**src/rtl/instr_fetch_unit.sv**
```systemverilog
// Multi-cycle instruction fetch/issue sequencer: PC, IR, imem req/ack port, valid/ready issue.
// Optional performance counters are enabled by defining IFU_PERF_CNT_EN.
module instr_fetch_unit #(
  parameter int              PC_W     = 8,
  parameter logic [PC_W-1:0] RESET_PC = '0
) (
  input  logic            clk,
  input  logic            rst,
  output logic            imem_req,
  output logic [PC_W-1:0] imem_addr,
  input  logic            imem_ack,
  input  logic [15:0]     imem_rdata,
  output logic [15:0]     instr,
  output logic [3:0]      opcode,
  output logic [PC_W-1:0] pc_out,
  output logic            issue_valid,
  input  logic            issue_ready,
  input  logic            branch,
  input  logic            bra,
  input  logic            zero,
`ifdef IFU_PERF_CNT_EN
  output logic [15:0]     instr_count,
  output logic [15:0]     taken_count,
`endif
  output logic            halted
);

  typedef enum logic [1:0] {
    FETCH  = 2'd0,
    DECODE = 2'd1,
    HALTED = 2'd2
  } state_t;

  localparam logic [3:0]  OP_HALT  = 4'hE;
  // Reset IR decodes as HALT, which the control unit treats as a no-op.
  localparam logic [15:0] IR_RESET = 16'hE000;

  state_t          state, state_next;
  logic [PC_W-1:0] pc, pc_next;
  logic [15:0]     ir, ir_next;
  logic [PC_W-1:0] pc_out_next;
  logic [PC_W-1:0] branch_offset;
  logic            handshake;
  logic            taken;

  assign imem_addr = pc;
  assign instr     = ir;
  assign opcode    = ir[15:12];

  // Signed size cast sign-extends (or truncates) the 8-bit offset to PC_W.
  assign branch_offset = PC_W'($signed(ir[7:0]));

  // NOTE: every always_comb output gets a default first so no path leaves it unassigned (no latch).
  always_comb begin
    state_next  = state;
    pc_next     = pc;
    ir_next     = ir;
    pc_out_next = pc_out;
    handshake   = 1'b0;
    taken       = 1'b0;
    unique case (state)
      FETCH: begin
        if (imem_req && imem_ack) begin
          ir_next     = imem_rdata;
          pc_out_next = pc;
          state_next  = DECODE;
        end
      end
      DECODE: begin
        if (ir[15:12] == OP_HALT) begin
          state_next = HALTED;
        end else if (issue_valid && issue_ready) begin
          handshake  = 1'b1;
          taken      = branch && (bra || zero);
          pc_next    = taken ? (pc + PC_W'(1) + branch_offset) : (pc + PC_W'(1));
          state_next = FETCH;
        end
      end
      HALTED: begin
        state_next = HALTED;
      end
      default: begin
        state_next = FETCH;
      end
    endcase
  end

  // NOTE: sequential state uses non-blocking assignments so all registers update from pre-edge values.
  always_ff @(posedge clk) begin
    if (rst) begin
      state       <= FETCH;
      pc          <= RESET_PC;
      ir          <= IR_RESET;
      pc_out      <= RESET_PC;
      imem_req    <= 1'b0;
      issue_valid <= 1'b0;
      halted      <= 1'b0;
    end else begin
      state       <= state_next;
      pc          <= pc_next;
      ir          <= ir_next;
      pc_out      <= pc_out_next;
      // Outputs are registered from the next state so they line up with it.
      imem_req    <= (state_next == FETCH);
      issue_valid <= (state_next == DECODE) && (ir_next[15:12] != OP_HALT);
      halted      <= (state_next == HALTED);
    end
  end

`ifdef IFU_PERF_CNT_EN
  always_ff @(posedge clk) begin
    if (rst) begin
      instr_count <= '0;
      taken_count <= '0;
    end else begin
      if (handshake)          instr_count <= instr_count + 16'd1;
      if (handshake && taken) taken_count <= taken_count + 16'd1;
    end
  end
`endif

endmodule

```
**config.mk**
```make
export PLATFORM = sky130hd
export DESIGN_NAME = instr_fetch_unit
export DESIGN_NICKNAME = d
export VERILOG_FILES = /design/src/rtl/instr_fetch_unit.sv
export SDC_FILE = /design/constraint.sdc
export NUM_CORES = 1
export LEC_CHECK = 0
export BUFFER_PORTS_ARGS = -buffer_cell sky130_fd_sc_hd__buf_4
export CORE_ASPECT_RATIO = 1.75
export CORE_MARGIN = 1
export CORE_UTILIZATION = 50
export CTS_CLUSTER_DIAMETER = 60
export DETAILED_ROUTE_END_ITERATION = 10
export GPL_ROUTABILITY_DRIVEN = 0
export PLACE_DENSITY = 0.91
export SLEW_MARGIN = 20
export SYNTH_ARGS = -nofsm -noshare
export SYNTH_HDL_FRONTEND = slang
export SYNTH_SLANG_ARGS = --single-unit
```
**constraint.sdc**
```tcl
create_clock -name clk -period 3.01 [get_ports clk]
set_input_delay 0.301 -clock clk [delete_from_list [all_inputs] [get_ports clk]]
set_output_delay 0.301 -clock clk [all_outputs]
set_load 0.005 [all_outputs]
```
==> results.sh <==
export IMPL_combinationalPowerShare=0.163
export IMPL_hold_path_depth=3
export IMPL_fmax_mhz=351
export IMPL_worst_skew_pair_latency_ns=0.29
export IMPL_worst_pin_slew_ns=0.961
export IMPL_cts_tree="built"
export IMPL_gr_usage_all_layers=0.230
export IMPL_worst_clock_skew_ns=0.00497
export IMPL_drt_pass1_iter_count=4
export IMPL_seq_total_area_yosys=0.398
export IMPL_critPathKind="reg -> reg"
export IMPL_clockPowerShare=0.329
export IMPL_synth_nets=265
export IMPL_mappedNetlistArea_sq_um=1860
export IMPL_globalRoute_totalOverflow=0
export IMPL_critical_path_fanouts_max=6
export IMPL_final_common_cell="buf_4"
export IMPL_synth_cell_type_count=39
export IMPL_power_switching_share=0.260
export IMPL_power_per_cell_area_nw_per_um2=437
export IMPL_global_route_wire_length_before_repair_um=6610
export IMPL_netlist_instances=232
export IMPL_worstSetupPathDepth=10
export IMPL_timing_critical_path_slowest_stage_cell="dfxtp_1"
export IMPL_post_cts_resized_instances=0
export IMPL_antenna_violations_before_repair=0
export IMPL_rsz0062_at_grt="no"
export IMPL_routedWlPerCell_um=13.3
export IMPL_cts_sink_count=37
export IMPL_area_delta_synth_final_pct=29.4
export IMPL_detailedRoute_firstIterationViolations=50
export IMPL_maxcap_viol_count=0
export IMPL_vias_per_cell=5.43
export IMPL_start_util=0.518
export IMPL_worst_path_dominant_cell_family="simple AND/OR/NAND/NOR gates"
export IMPL_r2r_cells=10
export IMPL_netlist_top_cells_area="dfxtp_1, nand2_1, a21oi_1, ha_1, xor2_1"
export IMPL_drt_wl_total_um=4420
export IMPL_final_cycle_share=0.948
export IMPL_worst_setup_hold_path_clk_slew_ns=0.07
export IMPL_die_height_um=82.7
export IMPL_crit_chain="and3_1 -> and3_1 -> xor2_1 -> ha_1 -> o21a_1 -> nor2_1 -> a2111oi_0 -> a211oi_1 -> mux2i_1 -> mux2_1"
export IMPL_min_delay_path_class="in -> reg"
export IMPL_cts_hold_buf=0
export IMPL_category_of_the_worst_setup_path_capture_point="flip-flop"
export IMPL_post_route_min_period_ns=2.85
export IMPL_tns_ns=0
export IMPL_setup_ws_ns=0.157
export IMPL_number_of_enable_flip_flop_cells_after_synthesis=0
export IMPL_placeableCoreArea_sq_um=3590
export IMPL_cts_setup_buffers=0
export IMPL_ant_nets=0
export IMPL_cts_root_buf="clkbuf_8"
export IMPL_post_route_cells_drive_above_1_share=0.254
export IMPL_std_cell_rows=29
export IMPL_slew_violations=0
export IMPL_pin_count_of_the_biggest_net_entering_global_routing=38
export IMPL_cell_taking_the_most_area_after_synthesis="dfxtp_1"
export IMPL_estimated_wirelength_of_the_detail_placed_design_um=3190
export IMPL_slew_headroom=0.357
export IMPL_h_tree_levels=2
export IMPL_crit_path_frequent_cell="and3_1"
export IMPL_finalHoldViolCount=0
export IMPL_run_status="completed"
export IMPL_drcViolationCount=0
export IMPL_worst_ep_arrival_time_ns=3.03
export IMPL_top_level_ports=62
export IMPL_nNetsFinal=320
export IMPL_floorplan_die_area_sq_um=3980
export IMPL_setup_violations_final=0
export IMPL_worst_ir_drop_vdd_mv=0.286
export IMPL_p_int_uw=778
export IMPL_synthesis_area_per_instance_sq_um=8.02
export IMPL_asyncSetResetFlopFracSynth=0
export IMPL_yosys_register_bits=37
export IMPL_power_sequential_fraction=0.508
export IMPL_most_common_layout_cells="buf_4, nand2_1, dfxtp_1, a21oi_1, nor2_1"
export IMPL_cts_buf_count=5
export IMPL_fillers=317
export IMPL_yosys_warnings=0
export IMPL_grt_pass1_vias=1546
export IMPL_timing_critical_path_buf_inv=0
export IMPL_critical_path_startpoint_type="flip-flop"
export IMPL_inserted_diodes=0
export IMPL_cts_max_path_buffers=2
export IMPL_synth_flop_cell="dfxtp_1"
export IMPL_via_count=1808
export IMPL_max_stage_delay_ns=0.43
export IMPL_synth_largest_type_area_fraction=0.398
export IMPL_net_switching_power_uw=274
export IMPL_pre_cts_ws_ns=0.176
export IMPL_cellLeakagePower_nw=1.09
export IMPL_required_ns=3.19
export IMPL_floorplan_die_width_um=48.1
export IMPL_placement_io_buffers=61
[registers in the layout, summed over array words and instances (netlist names)]
register     cells
pc_out           8
halted           1
instr           16
issue_valid      1
state            2
imem_addr        8
imem_req         1
[final timing paths]
kind                                                start                        end  slack (ns)
worst max register to register  imem_addr[2]$_SDFFE_PP0P_  imem_addr[7]$_SDFFE_PP0P_        0.16
worst min-delay path                       imem_rdata[15]       instr[15]$_SDFF_PP1_        0.24
worst max-delay path            imem_addr[2]$_SDFFE_PP0P_  imem_addr[7]$_SDFFE_PP0P_        0.16
worst min register to register     pc_out[2]$_SDFFE_PP0P_     pc_out[2]$_SDFFE_PP0P_        0.46
[area by class of cell]
cell class | instances | area [sq um] | share of cell area
Clock buffer | 7 | 86.3 | 0.0358
Sequential cell | 37 | 742 | 0.308
Tap cell | 46 | 57.6 | 0.0239
Inverter | 3 | 11.3 | 0.00468
Multi-Input combinational cell | 177 | 1040 | 0.431
Timing Repair Buffer | 63 | 473 | 0.196
[layer usage]
metal  GRT usage  up-vias  part of all wire
met2       0.405       52              0.56
met5           0        -                 0
li1            -      904                 -
met3      0.0391        8             0.033
met1       0.262      844              0.39
met4      0.0861        0             0.015
[power by group through the flow]
stage,Clock (mW),Sequential (mW),Combinational (mW)
after global routing,0.371,0.538,0.192
after floorplan,0,0.543,0.0950
after detailed placement,0,0.545,0.171
after global placement,0,0.544,0.168
final,0.346,0.534,0.172
after CTS,0.350,0.534,0.172
[through the flow]
stage | cells | power (mW) | area, sq um | hold WS [ns] | utilization
3_5_place_dp | 326 | 0.716 | 2320 | 0.447 | 0.646
5_1_grt | 333 | 1.10 | 2410 | 0.263 | 0.670
4_1_cts | 333 | 1.06 | 2410 | 0.237 | 0.670
6_report | 333 | 1.05 | 2410 | 0.236 | 0.670
3_3_place_gp | 326 | 0.711 | 2320 | 0.442 | 0.646
2_1_floorplan | 232 | 0.638 | 1860 | 0.425 | -
[Yosys cell counts (2+ instances only)]
cell type	instances
nand2_1	56
dfxtp_1	37
a21oi_1	31
clkbuf_1	11
nor2_1	11
ha_1	9
nand3_1	6
a21o_1	5
and3_1	5
xor2_1	5
buf_4	4
o21ai_1	4
inv_1	3
nand2b_1	3
nand3b_1	3
nor2b_1	3
xnor2_1	3
a2111oi_0	2
a211oi_1	2
a22oi_1	2
mux2i_1	2
nand4_1	2
nand4b_1	2
nor3_1	2
nor3b_1	2
o21a_1	2
o21ai_0	2
o22ai_1	2
[tightest hold or removal path: cells and delay by family]
kind | cells | cell delay [ns]
and+or+nand+nor | 2 | 0.11
buffers and inverters | 1 | 0.08
[cell families (layout without fill, tap and decap cells)]
logic type | Yosys count | in the layout | synth area share
AND/OR/NAND/NOR | 97 | 97 | 0.238
AO/OA/AOI/OAI | 59 | 59 | 0.194
flip-flops | 37 | 37 | 0.398
buffers and inverters | 18 | 73 | 0.0444
adder cells (fa/ha/maj) | 10 | 10 | 0.0712
XOR/XNOR | 8 | 8 | 0.0376
multiplexers | 3 | 3 | 0.0168
(Power assumes the default switching activity.)
